File: src/rtl/mp_pipe_core.sv
// Two-stage microprocessor core: decode/register-read, then execute/write-back.
// Instruction intake and result output use valid/ready handshakes; a stalled output freezes the pipe.
module mp_pipe_core #(
  parameter int unsigned WIDTH    = 32,
  parameter int unsigned NUM_REGS = 32
) (
  input  logic             clk,
  input  logic             rst_n,
  input  logic [31:0]      instr,
  input  logic             instr_valid,
  output logic             instr_ready,
  output logic [WIDTH-1:0] result,
  output logic [4:0]       result_rd,
  output logic             result_err,
  output logic             result_valid,
  input  logic             result_ready
);

  localparam int unsigned RegAw = (NUM_REGS > 1) ? $clog2(NUM_REGS) : 1;

  localparam logic [5:0] OpLdi = 6'd1;
  localparam logic [5:0] OpOr  = 6'd2;
  localparam logic [5:0] OpAnd = 6'd3;
  localparam logic [5:0] OpAdd = 6'd6;
  localparam logic [5:0] OpSub = 6'd8;
  localparam logic [5:0] OpXor = 6'd9;
  localparam logic [5:0] OpAbs = 6'd10;
  localparam logic [5:0] OpMin = 6'd11;
  localparam logic [5:0] OpNeg = 6'd12;
  localparam logic [5:0] OpAvg = 6'd13;
  localparam logic [5:0] OpMax = 6'd14;
  localparam logic [5:0] OpNot = 6'd15;

  logic             stall;
  logic [WIDTH-1:0] regs_q [NUM_REGS];

  logic             d_valid_q;
  logic [31:0]      d_instr_q;
  logic [RegAw-1:0] d_rs1, d_rs2;
  logic [WIDTH-1:0] d_a, d_b, d_imm;

  logic             e_valid_q;
  logic [5:0]       e_op_q;
  logic [4:0]       e_rd_q;
  logic [WIDTH-1:0] e_a_q, e_b_q;
  logic [RegAw-1:0] e_rd_idx;
  logic [WIDTH-1:0] alu;
  logic [WIDTH:0]   sum;
  logic             e_legal;
  logic             e_wr;

  assign stall       = result_valid & ~result_ready;
  assign instr_ready = ~stall;

  assign d_rs1    = d_instr_q[6 +: RegAw];
  assign d_rs2    = d_instr_q[11 +: RegAw];
  assign e_rd_idx = e_rd_q[RegAw-1:0];
  assign e_wr     = e_valid_q & e_legal & (e_rd_idx != '0);

  // Sign-extend imm11; for WIDTH < 11 this simply truncates.
  always_comb begin
    for (int i = 0; i < int'(WIDTH); i++) begin
      d_imm[i] = d_instr_q[21 + ((i < 11) ? i : 10)];
    end
  end

  // Register read with bypass from the instruction currently in execute.
  always_comb begin
    d_a = (d_rs1 == '0) ? '0 : regs_q[d_rs1];
    d_b = (d_rs2 == '0) ? '0 : regs_q[d_rs2];
    if (e_wr && (d_rs1 == e_rd_idx)) d_a = alu;
    if (e_wr && (d_rs2 == e_rd_idx)) d_b = alu;
  end

  always_comb begin
    alu     = '0;
    e_legal = 1'b1;
    sum     = {e_a_q[WIDTH-1], e_a_q} + {e_b_q[WIDTH-1], e_b_q};
    case (e_op_q)
      OpLdi:   alu = e_b_q;
      OpOr:    alu = e_a_q | e_b_q;
      OpAnd:   alu = e_a_q & e_b_q;
      OpAdd:   alu = e_a_q + e_b_q;
      OpSub:   alu = e_a_q - e_b_q;
      OpXor:   alu = e_a_q ^ e_b_q;
      OpAbs:   alu = e_a_q[WIDTH-1] ? -e_a_q : e_a_q;
      OpNeg:   alu = -e_a_q;
      OpMin:   alu = ($signed(e_a_q) < $signed(e_b_q)) ? e_a_q : e_b_q;
      OpMax:   alu = ($signed(e_a_q) > $signed(e_b_q)) ? e_a_q : e_b_q;
      // Floor-halve, then round up odd negative sums to truncate toward zero.
      OpAvg:   alu = sum[WIDTH:1] + {{(WIDTH-1){1'b0}}, sum[WIDTH] & sum[0]};
      OpNot:   alu = ~e_a_q;
      default: e_legal = 1'b0;
    endcase
  end

  always_ff @(posedge clk or negedge rst_n) begin
    if (!rst_n) begin
      for (int i = 0; i < int'(NUM_REGS); i++) regs_q[i] <= '0;
    end else if (!stall && e_wr) begin
      regs_q[e_rd_idx] <= alu;
    end
  end

  always_ff @(posedge clk or negedge rst_n) begin
    if (!rst_n) begin
      d_valid_q    <= 1'b0;
      d_instr_q    <= '0;
      e_valid_q    <= 1'b0;
      e_op_q       <= '0;
      e_rd_q       <= '0;
      e_a_q        <= '0;
      e_b_q        <= '0;
      result       <= '0;
      result_rd    <= '0;
      result_err   <= 1'b0;
      result_valid <= 1'b0;
    end else if (!stall) begin
      d_valid_q <= instr_valid;
      d_instr_q <= instr;
      e_valid_q <= d_valid_q;
      e_op_q    <= d_instr_q[5:0];
      e_rd_q    <= d_instr_q[20:16];
      e_a_q     <= d_a;
      e_b_q     <= (d_instr_q[5:0] == OpLdi) ? d_imm : d_b;
      if (e_valid_q) begin
        result       <= alu;
        result_rd    <= e_rd_q;
        result_err   <= ~e_legal;
        result_valid <= 1'b1;
      end else begin
        result_valid <= 1'b0;
      end
    end
  end

endmodule

File: config.mk
export PLATFORM = sky130hd
export DESIGN_NAME = mp_pipe_core
export DESIGN_NICKNAME = d
export VERILOG_FILES = /design/src/rtl/mp_pipe_core.sv
export SDC_FILE = /design/constraint.sdc
export NUM_CORES = 2
export LEC_CHECK = 0
export BUFFER_PORTS_ARGS = -buffer_cell sky130_fd_sc_hd__buf_2
export CAP_MARGIN = 20
export CORE_MARGIN = 5
export CORE_UTILIZATION = 30
export DETAILED_ROUTE_END_ITERATION = 12
export HOLD_SLACK_MARGIN = 0.15
export SYNTH_ARGS = -nofsm -noshare
export SYNTH_HDL_FRONTEND = slang
export SYNTH_SLANG_ARGS = --single-unit
export TNS_END_PERCENT = 5
File: constraint.sdc
create_clock -name clk -period 5.4 [get_ports clk]
set_input_delay 0.54 -clock clk [delete_from_list [all_inputs] [get_ports clk]]
set_output_delay 0.54 -clock clk [all_outputs]
set_load 0.005 [all_outputs]
==> metrics <==
Post-synth EDFFs=0; largest net degree at the start of global routing=166; initial antenna violation count=6; Crit. End Element=flop; boundary pin count=76; setup TNS=0 ps; post-route antenna net violation count=0; RSZ-0062 raised after global routing=no; WP buf/inv=2; Comb pwr share=44.6%; clk sinks=1172; Worst path slowest cell=a21oi_4; first drt pass iteration count=6; Area growth, synth to finish=14.6%; initial core utilization=30.1%; H-tree levels=3; via count=52850; Slew headroom=17.2%; Crit Path Class=flop to flop; cell row count=173; max_cap viols=0; share of cells above drive strength 1=22.4%; clock skew=68.4 ps; asr flop ratio synth=100%; Syn Area/Cell=10.7 um^2; count of cell types in the netlist=103; VDD IR max=0.415 mV; Synth warnings=0; startpoint types=flop; Reg2Reg Capture Point=regs_q[633]$_DFFE_PN0P_; Clk pwr share=23.0%; commonest non-fill, non-tap cell in the layout=dfrtp_1; Worst R2R Path Depth=14; Final Hold Slack=375 ps; Crit Path Max Fanout=33; drt wl/cell=26.1 um; Tmin final=5120 ps; most frequent cells in the layout=dfrtp_1, nand2_1, o21ai_0; vias in the first global route=52718; Crit path depth=14; crit-path cells=inv_1 -> ha_1 -> buf_4 -> a21oi_1 -> o21ai_0 -> mux2_2 -> a211oi_1 -> o211a_1 -> nand4_1 -> nor4_4 -> nand3_1 -> xnor2_1 -> a21oi_4 -> o21ai_0; top cell type's share of synthesized area=44.0%; GP Congestion=1.00; Max Freq=195 MHz; Die Wd=481 um; Clk Latency, worst-skew pair=800 ps; delay-heaviest family, CP=compound AO/OA/AOI/OAI gates; clock buffer depth=3; drt via density=5.72; status=complete, no violations; Hold Vio Cnt, Final=0; Synth Cell Area=66600 um^2; Syn Nets=6353; Worst R2R Start=e_a_q[16]$_DFFE_PN0N_; final WL=241000 um; final worst-path cycle share=94.7%; Die Y=481 um; Worst Setup SP=e_a_q[16]$_DFFE_PN0N_; Least-Margin Pin Slew=1240 ps; Worst Hold Class=input port to asynchronous set/reset pin; Worst-path clk slew=60 ps; DRC Markers=0; static leakage=31.7 nW; power consumption=37.9 mW; ranking of synthesized cells by area=dfrtp_1, mux4_2, o21ai_0; GRT Util Overall=20.5%; Slew Viols, Final=0; Internal=22.1 mW; Sequential Power Share=32.4%; sequential area share after synthesis=44.0%; Iter 0 DRT Violations=6281; Final #Nets=6289; CTS root buf=clkbuf_16; switching power=15.8 mW; synthesized flop and latch total=1172; Port Buf Inserts=75; Setup Viol. Count Final=0; Die ar.=232000 um^2; grt ovf=0; critical path data arrival time=5690 ps; ys flop type=dfrtp_1; first-pass GRT wire length=359000 um; R2R setup slack=280 ps; Sw Ratio=41.7%; DP Wirelength=155000 um; CP dominant cell by count=o21ai_0; Syn Inst Count=6215; Core Area=222000 um^2; Synth area leader=dfrtp_1; cts bufs inserted=121; slowest stage delay, CP=780 ps; CTS tree=done; end of the critical path=regs_q[633]$_DFFE_PN0P_; worst endpoint required time=5970 ps; Pwr Density=496 nW/um^2
[worst register-to-register path, stage by stage, from the launching register on]
cell	delay (ps)
dfrtp_1	480
inv_1	120
ha_1	340
buf_4	210
a21oi_1	150
o21ai_0	530
mux2_2	410
a211oi_1	190
o211a_1	400
nand4_1	240
nor4_4	380
nand3_1	170
xnor2_1	220
a21oi_4	780
o21ai_0	260
[power by group through the flow]
stage               logic, mW  registers, mW  clock network [mW]
floorplan                10.9           11.6                   0
global placement         16.5           12.2                   0
detailed placement       16.6           12.4                   0
CTS                      16.7           12.2                8.86
global route             18.1           12.5                9.20
finish                   16.9           12.3                8.71
[metrics by stage]
step	utilization [%]	std cells	setup slack (ps)	cell area, um^2
2_1_floorplan	-	6215	533	66600
3_3_place_gp	32.4	8965	210	71800
3_5_place_dp	32.4	8968	257	71900
4_1_cts	34.4	9224	170	76300
5_1_grt	34.4	9226	8.56	76300
6_report	34.4	9232	285	76400
[how the worst min path moves through the flow]
| stage | start | end | slack [ps] | cells after the start |
|---|---|---|---|---|
| floorplan | rst_n | d_instr_q[0]$_DFFE_PN0N_ | 240 | 0 |
| global placement | regs_q[1018]$_DFFE_PN0P_ | regs_q[1018]$_DFFE_PN0P_ | 380 | 0 |
| detailed placement | regs_q[1023]$_DFFE_PN0P_ | regs_q[1023]$_DFFE_PN0P_ | 380 | 0 |
| CTS | result_ready | d_instr_q[24]$_DFFE_PN0N_ | 370 | 5 |
| global route | regs_q[1023]$_DFFE_PN0P_ | regs_q[1023]$_DFFE_PN0P_ | 410 | 0 |
| finish | rst_n | result[26]$_DFFE_PN0P_ | 380 | 2 |
[synthesized netlist by cell type (all sizes together) (21+ instances only)]
| cell type | n |
|---|---|
| xnor2 | 59 |
| o221ai | 48 |
| nand2 | 1068 |
| ha | 100 |
| a211oi | 39 |
| nor4 | 24 |
| clkbuf | 487 |
| a22oi | 21 |
| a221oi | 34 |
| buf | 123 |
| mux4 | 640 |
| inv | 94 |
| dfrtp | 1172 |
| o21ai | 862 |
| o211ai | 35 |
| nand3 | 46 |
| nor2 | 390 |
| a21oi | 412 |
| mux2i | 84 |
| nand4 | 32 |
| nor3 | 61 |
[area by class of cell]
type / instances / area, um^2
antenna: 7 / 17.5
clock buffer: 166 / 3470
clock inverter: 56 / 634
fill: 22019 / 145000
inverter: 98 / 369
multi-input combinational: 4335 / 35000
sequential: 1172 / 29400
tap: 2975 / 3720
timing repair buffer: 423 / 3750
[kinds of logic after synthesis]
kind of cell / synth area share [%]
xor+xnor: 1.04
mux: 23.1
flops: 44.0
simple gates: 11.1
buf+inv: 4.13
compound gates: 14.7
fa+ha+maj: 1.94
[timing repair]
action                                 CTS  global route
hold buffers                            34             0
setup endpoints to repair                0           333
endpoints found under the hold margin  157             0
gates resized for setup                  0             5
setup buffers                            0             1
[registers in the layout (all words and copies together) (netlist names)]
name / flops
result_err: 1
result_rd: 5
e_valid_q: 1
d_valid_q: 1
e_a_q: 32
e_rd_idx: 5
regs_q: 1024
e_b_q: 32
e_op_q: 6
result: 32
result_valid: 1
d_instr_q: 32
[per-layer routing]
metal | track usage, % | share of wire, %
met1 | 27.6 | 41
met2 | 31.9 | 45
met3 | 4.28 | 8.7
met5 | 0 | 0.011
met4 | 9.48 | 5.1
No activity file was read; power rests on OpenSTA's default activity.
